File: src/rtl/mem_access_unit.sv
// MEM-stage data-memory access unit: issues one request per load/store,
// stalls the front of the pipeline until the access completes, and drives the MEM/WB register.
module mem_access_unit (
  input  logic        clk_i,
  input  logic        rst_i,
  input  logic        RegWrite_i,
  input  logic        MemWrite_i,
  input  logic        MemRead_i,
  input  logic        Mem2Reg_i,
  input  logic [31:0] ALU_data_i,
  input  logic [31:0] writeData_i,
  input  logic [4:0]  RDaddr_i,
  output logic        dmem_req_o,
  output logic        dmem_we_o,
  output logic [31:0] dmem_addr_o,
  output logic [31:0] dmem_wdata_o,
  input  logic        dmem_ack_i,
  input  logic [31:0] dmem_rdata_i,
  output logic        stall_o,
  output logic        RegWrite_o,
  output logic        Mem2Reg_o,
  output logic [31:0] ReadData_o,
  output logic [31:0] ALU_data_o,
  output logic [4:0]  RDaddr_o,
  output logic        misalign_o,
  output logic        err_o
);

  typedef enum logic [1:0] {IDLE, REQ, RESP} state_t;

  state_t      state;
  logic [7:0]  timeout_cnt;
  logic        abort;
  logic        we_q;
  logic [31:0] rdata_q;

  logic mem_op;
  logic aligned;
  logic access_start;

  assign mem_op       = MemRead_i | MemWrite_i;
  assign aligned      = (ALU_data_i[1:0] == 2'b00);
  assign access_start = (state == IDLE) && mem_op && aligned;

  // NOTE: stall_o must be combinational so the pipeline freezes in the same
  // cycle the access is first seen; a registered stall would lose one instruction.
  assign stall_o   = access_start || (state == REQ);
  assign dmem_we_o = dmem_req_o & we_q;

  // NOTE: all state updates use non-blocking assignments so every register
  // samples the pre-edge values, independent of statement order.
  always_ff @(posedge clk_i) begin
    if (rst_i) begin
      state        <= IDLE;
      timeout_cnt  <= 8'd0;
      abort        <= 1'b0;
      we_q         <= 1'b0;
      rdata_q      <= 32'd0;
      dmem_req_o   <= 1'b0;
      dmem_addr_o  <= 32'd0;
      dmem_wdata_o <= 32'd0;
      RegWrite_o   <= 1'b0;
      Mem2Reg_o    <= 1'b0;
      ReadData_o   <= 32'd0;
      ALU_data_o   <= 32'd0;
      RDaddr_o     <= 5'd0;
      misalign_o   <= 1'b0;
      err_o        <= 1'b0;
    end else begin
      misalign_o <= 1'b0;
      err_o      <= 1'b0;
      case (state)
        IDLE: begin
          if (access_start) begin
            // Bubble into MEM/WB while the instruction waits in EX/MEM.
            RegWrite_o   <= 1'b0;
            Mem2Reg_o    <= 1'b0;
            dmem_req_o   <= 1'b1;
            dmem_addr_o  <= ALU_data_i;
            dmem_wdata_o <= writeData_i;
            we_q         <= MemWrite_i;
            timeout_cnt  <= 8'd0;
            abort        <= 1'b0;
            state        <= REQ;
          end else begin
            // A misaligned access retires without writing back.
            RegWrite_o <= RegWrite_i & ~mem_op;
            Mem2Reg_o  <= Mem2Reg_i;
            ALU_data_o <= ALU_data_i;
            RDaddr_o   <= RDaddr_i;
            ReadData_o <= 32'd0;
            misalign_o <= mem_op;
          end
        end
        REQ: begin
          RegWrite_o <= 1'b0;
          Mem2Reg_o  <= 1'b0;
          if (dmem_ack_i) begin
            rdata_q    <= we_q ? 32'd0 : dmem_rdata_i;
            dmem_req_o <= 1'b0;
            state      <= RESP;
          end else begin
            timeout_cnt <= timeout_cnt + 8'd1;
            // Count 254 -> 255 ends the 255th unacknowledged request cycle.
            if (timeout_cnt == 8'd254) begin
              abort      <= 1'b1;
              rdata_q    <= 32'd0;
              dmem_req_o <= 1'b0;
              state      <= RESP;
            end
          end
        end
        RESP: begin
          RegWrite_o <= RegWrite_i & ~abort;
          Mem2Reg_o  <= Mem2Reg_i;
          ALU_data_o <= ALU_data_i;
          RDaddr_o   <= RDaddr_i;
          ReadData_o <= abort ? 32'd0 : rdata_q;
          err_o      <= abort;
          abort      <= 1'b0;
          state      <= IDLE;
        end
        default: state <= IDLE;
      endcase
    end
  end

endmodule

File: config.mk
export PLATFORM = sky130hd
export DESIGN_NAME = mem_access_unit
export DESIGN_NICKNAME = d
export VERILOG_FILES = /design/src/rtl/mem_access_unit.sv
export SDC_FILE = /design/constraint.sdc
export NUM_CORES = 1
export LEC_CHECK = 0
export BUFFER_PORTS_ARGS = -buffer_cell sky130_fd_sc_hd__buf_2
export CORE_UTILIZATION = 52
export DETAILED_ROUTE_END_ITERATION = 16
export GPL_TIMING_DRIVEN = 0
export PLACE_DENSITY = 0.81
export SLEW_MARGIN = 20
export SYNTH_ARGS = -nofsm -noshare
export SYNTH_HDL_FRONTEND = slang
export SYNTH_SLANG_ARGS = --single-unit
File: constraint.sdc
create_clock -name clk_i -period 3 [get_ports clk_i]
set_input_delay 0.75 -clock clk_i [delete_from_list [all_inputs] [get_ports clk_i]]
set_output_delay 0.75 -clock clk_i [all_outputs]
set_load 0.02 [all_outputs]
---- Word-level counts from Yosys, hierarchy flattened ----
Index checks and enable logic that the tools add are counted.
Widths: inputs -> output; s select.
operators by class
  $add $sub $neg .......................... 1
  mux-type cells .......................... 29
  equal/unequal tests ..................... 8
  reductions and logical operators ........ 18
  bitwise operators ....................... 8
operator list
  cell                 number
  $mux 32              6
  $pmux 32 s2          2
  $mux 8               2
  $pmux 8 s2           1
  $pmux 5 s2           1
  $pmux 1 s3           3
  $add 8x1->8 const B  1
  $eq 8x8->1 const B   1
  $mux 1               8
  $reduce_and 2->1     4
  $mux 2               3
  $ne 2x2->1 const B   3
  $reduce_and 3->1     2
  $reduce_bool 2->1    3
  $mux 5               1
  $logic_not 2->1      2
  $not 1->1            4
  $pmux 2 s2           1
  $reduce_and 4->1     1
  $and 1x1->1          3
  $ne 3x2->1 const B   1
  $reduce_bool 3->1    1
  $reduce_or 3->1      1
  $eq 2x1->1 const B   1
  other kinds (7)      8
storage, ports and cells
  logic and storage cells ................. 79
  input bits .............................. 108
  output and inout bits ................... 140
  register bits ........................... 182

---- Depth between registers and ports, before layout ----
  word-level depth ........................ 5
  mapped depth ............................ 8

---- Worst setup path after synthesis ----
OpenSTA, ideal clock, no wires.
  path kind ............................... in2out
  from .................................... input port MemWrite_i
  to ...................................... output port stall_o
  data arrival time ....................... 1.774 ns
  path buffers ............................ 2
  stages on the path ...................... 5
  slack ................................... 0.476 ns
  cells stage by stage .................... or2_2 -> nand3_1 -> buf_2 -> buf_1 -> nand2_1
between the ends
  word-level cells in the longest chain between the ends .. 4
ends and longest elaborated chain
  what                             RTL line  text
  start: declaration               7         input logic MemWrite_i,
  $or 1x1->1                       41        assign mem_op = MemRead_i | MemWrite_i;
  $logic_and 1x1->1 (2 in series)  43        assign access_start = (state == IDLE) && mem_op && aligned;
  $logic_or 1x1->1                 47        assign stall_o = access_start || (state == REQ);
  end: declaration                 19        output logic stall_o,
No other way between the ends.

---- Worst setup path in the final report ----
  from .................................... register state[0]
  to ...................................... output port stall_o
between the ends
  word-level cells in the longest chain between the ends .. 4
  elaborated cells on any way between the ends .. 5
  classes of those cells .................. eq/ne: 1; reduce/logical: 4
ends and longest elaborated chain
  what                             RTL line  text
  start: declaration               31        state_t state;
  start signal: assignment         54        state <= IDLE;
  start signal: assignment         84        state <= REQ;
  start signal: assignment         101       state <= RESP;
  $logic_not 2->1                  43
  $logic_and 1x1->1 (2 in series)  43
  $logic_or 1x1->1 (*)             47
Every way passes the cells marked *; elsewhere a longest branch is shown, timed or not.

==> impl_summary.md <==
Route
The routed length on met1 is 8020 µm. The remaining number of nets flagged by the antenna check after routing is 0. After detailed routing, the average wire length per cell comes to 16.1 µm.

Summing over every cut layer, the via total after detailed routing is around 6400. After detailed routing, the number of vias per cell comes to ~5.3. For this block, the routed nets add up to approximately 20000 µm of wire. The detailed router used layers up to and including met5. The first detailed-routing pass took 5 iterations. The violation count after the first detailed-route iteration is 571. The met3 routed wirelength is between 1500 and 2000 µm. In the routed design, unresolved DRC markers number 0. The length of routed met2 wiring is roughly 9300 µm.

STA
The minimum period implied by the final worst setup slack is between 2 and 3 ns. The post-layout worst setup margin is 0.295 ns. The worst path uses 90.2% of the clock period. The number of endpoints with negative hold slack in the final report is 0. The total negative slack for setup checks is 0 ns.

On the final layout, the worst clock skew is between 0.007 and 0.008 ns. The fmax is approximately 0.37 GHz. The number of endpoints failing setup at the final stage is 0.

The relative slew slack is ~56%. The number of slew-limit violations in the final report is 0. At the pin with the least slew margin, the transition time is 0.662 ns. Setup repair after global routing left no endpoint under its margin.

Yosys
Yosys printed 0 warnings. Sorting the synthesized cells by area gives the leading types as dfxtp_1 (56%), nand2_1 (14%), a21oi_1 (11%). The top-area cell type share of the netlist area is roughly 56%. After synthesis, the netlist uses 43 different library cells. The mapped netlist covers about 6500 µm².

The largest total area in the synthesized netlist belongs to dfxtp_1. Counting every net in the synthesized netlist gives 885. The sequential-to-total area share from yosys stat is 55.9%. The count of mapped cells out of synthesis is about 770. The synthesized design contains around 180 register bits. In this run the mean area of a mapped cell was approximately 8.5 µm².

Finish
The library cell used most frequently in the layout, excluding fill and tap cells, is buf_2. The library cells used most frequently in the layout, excluding fill and tap cells, are buf_2 (265), nand2_1 (240), dfxtp_1 (182), a21oi_1 (142), nand3_1 (43). The area growth from synthesis to layout is 30.3%. The net count of the finished layout is between 1000 and 1500. The number of antenna diodes in the final layout is 0. Of the cells placed in the final design, the portion with a size suffix greater than 1 is 29.2%.

Global route
The wire length of the first global-routing pass is roughly 30000 µm. Entering global routing, the biggest net connects 20 pins. The number of global-route vias before repair came to 5910. Summed over all layers, the global routing overflow is 0. Global routing used between 20 and 30% of the available tracks. The number of antenna violations at the first check in global routing is 1.

CTS
The tree is rooted in a clkbuf_16. TritonCTS built the clock tree. CTS saw around 180 sinks. The TritonCTS buffer count is 17. The H-tree was split into 4 levels. The insertion delay of the later-clocked pin in the worst-skew pair is about 0.42 ns.

The clock slew at the register clock pins of the worst setup and hold paths is 0.06 ns. The maximum count of clock buffers along a single path is 2.

Floorplanning
The number of placed I/O pins is between 200 and 250. The core area is 12100 µm². The initialized floorplan defines 40 standard-cell rows. The floorplan step defined a die boundary enclosing 13000 µm². Measured along the y axis, the die boundary spans between 100 and 150 µm. The width of the chip is ~110 µm. The effective utilization at floorplan is ~54%.

Status
The run finished with clean final reports.

Worst setup path
The required time at the endpoint of the critical path is 2.25 ns. In this design, the largest share of critical-path delay is due to buffers and inverters. The endpoint class of the critical path is an output pin. The largest single stage delay on the critical path is about 0.4 ns.

In this run the worst path has a maximum fanout of 19. The register-to-register setup slack is roughly 0.85 ns. The signal on the critical path passes through inv_1 > ha_1 > nand3_1 > buf_2 > nand2_1 > buf_2. The critical path launch point type is a flop. The worst setup path is of the reg2out kind. The buffer and inverter count on the worst path is 3.

Counting stages on the worst path, the most repeated cell is buf_2. Among all stages on the critical path, the largest delay is contributed by buf_2. The arrival time reported for the critical path endpoint is 1.95 ns.

Pwr
In this run the power density over the cells is about 650 nW/µm². The static leakage power is between 3 and 4 nW. IR analysis of the VDD net gives a maximum drop of roughly 0.00048 V.

Flow run
The tool flagged a number of max-cap violations equal to 0.

Place
The count of port buffers added during placement is 246. Routability-driven placement finished with a final weighted congestion of 0.859. The placement-stage worst setup slack is -0.0299 ns. Once detailed placement completed, the half-perimeter wirelength came to 14300 µm.

Worst hold path
The min-delay analysis places its worst path in the category reg2reg.
[worst min-delay path, stage by stage (launching register included)]
cell	delay [ns]
dfxtp_1	0.31
nand2_1	0.05
a21oi_1	0.05
[timing repair]
item | CTS | global route
gates resized for setup | 0 | 0
endpoints found under the setup margin | 1 | 0
hold buffers | 0 | 0
buffers inserted | 0 | 0
[cell usage after synthesis, drive strengths merged]
master   count
o21ai       11
nand2      240
a31oi        6
a41oi        1
nor3         4
a22o        32
o31a         1
or4          3
nand4        3
and3         2
nand2b       2
clkbuf      34
a21o         1
nor4         1
a21boi       1
nor2b        1
mux2         1
nor3b        2
nor4b        1
buf         25
o2111ai      1
nor2         6
or2          3
o211ai       2
o31ai        2
nand3b       1
a21oi      142
a211oi       2
nand3       43
and4         1
and2         1
dfxtp      182
ha           6
inv          6
a311oi       1
[routing by layer]
layer / GRT usage, % / vias up
li1: - / 3130
met1: 34.9 / 2986
met2: 50.3 / 269
met3: 10.8 / 38
met4: 11.1 / 2
met5: 0 / -
[where the power goes]
group          total, mW  internal [mW]  switching, mW
Combinational      0.855          0.266          0.589
Sequential          2.60           2.54         0.0609
Clock               2.05           1.13          0.918
[final cells by class]
class                   instances  area [µm²]
flip-flops and latches        182        3640
fillers                      1000        3620
multi-input cells             524        2600
repair buffers                246        1230
clock buffers                  18         429
plain buffers                  58         249
well taps                     168         210
clock inverters                14         110
inverters                       6        22.5
[path summary, 6_finish.rpt]
| path | startpoint | end | cells after the start |
|---|---|---|---|
| worst max-delay path | state[0] | stall_o | 6 |
| worst min-delay path | ReadData_o[18] | ReadData_o[18] | 2 |
| worst max register to register | state[0] | ALU_data_o[28] | 8 |
| worst min register to register | ReadData_o[18] | ReadData_o[18] | 2 |
[state kept, by name, indices dropped and copies added (netlist names)]
register,count
ALU_data_o,32
Mem2Reg_o,1
RDaddr_o,5
ReadData_o,32
RegWrite_o,1
abort,1
dmem_addr_o,32
dmem_req_o,1
dmem_wdata_o,32
err_o,1
misalign_o,1
rdata_q,32
state,2
timeout_cnt,8
we_q,1
[kinds of logic (layout without fill, tap and decap cells)]
group	Yosys count	count (layout)	share of synthesized area (%)
AND/OR/NAND/NOR	314	314	20.2
AO/OA/AOI/OAI	203	203	18.4
flip-flops	182	182	55.9
buffers and inverters	65	342	4.22
adder cells (fa/ha/maj)	6	6	1.15
multiplexers	1	1	0.173
[stage by stage]
stage	util, %	std cells	hold slack, ns	power, mW	area, µm²
floorplan	-	771	0.423	3.16	6520
global placement	65.7	1185	0.436	3.48	7960
detailed placement	65.7	1185	0.441	3.50	7960
CTS	70.1	1216	0.451	5.53	8490
global route	70.1	1216	0.464	5.70	8490
finish	70.1	1216	0.448	5.50	8490
Power figures use the tool's default switching activity.
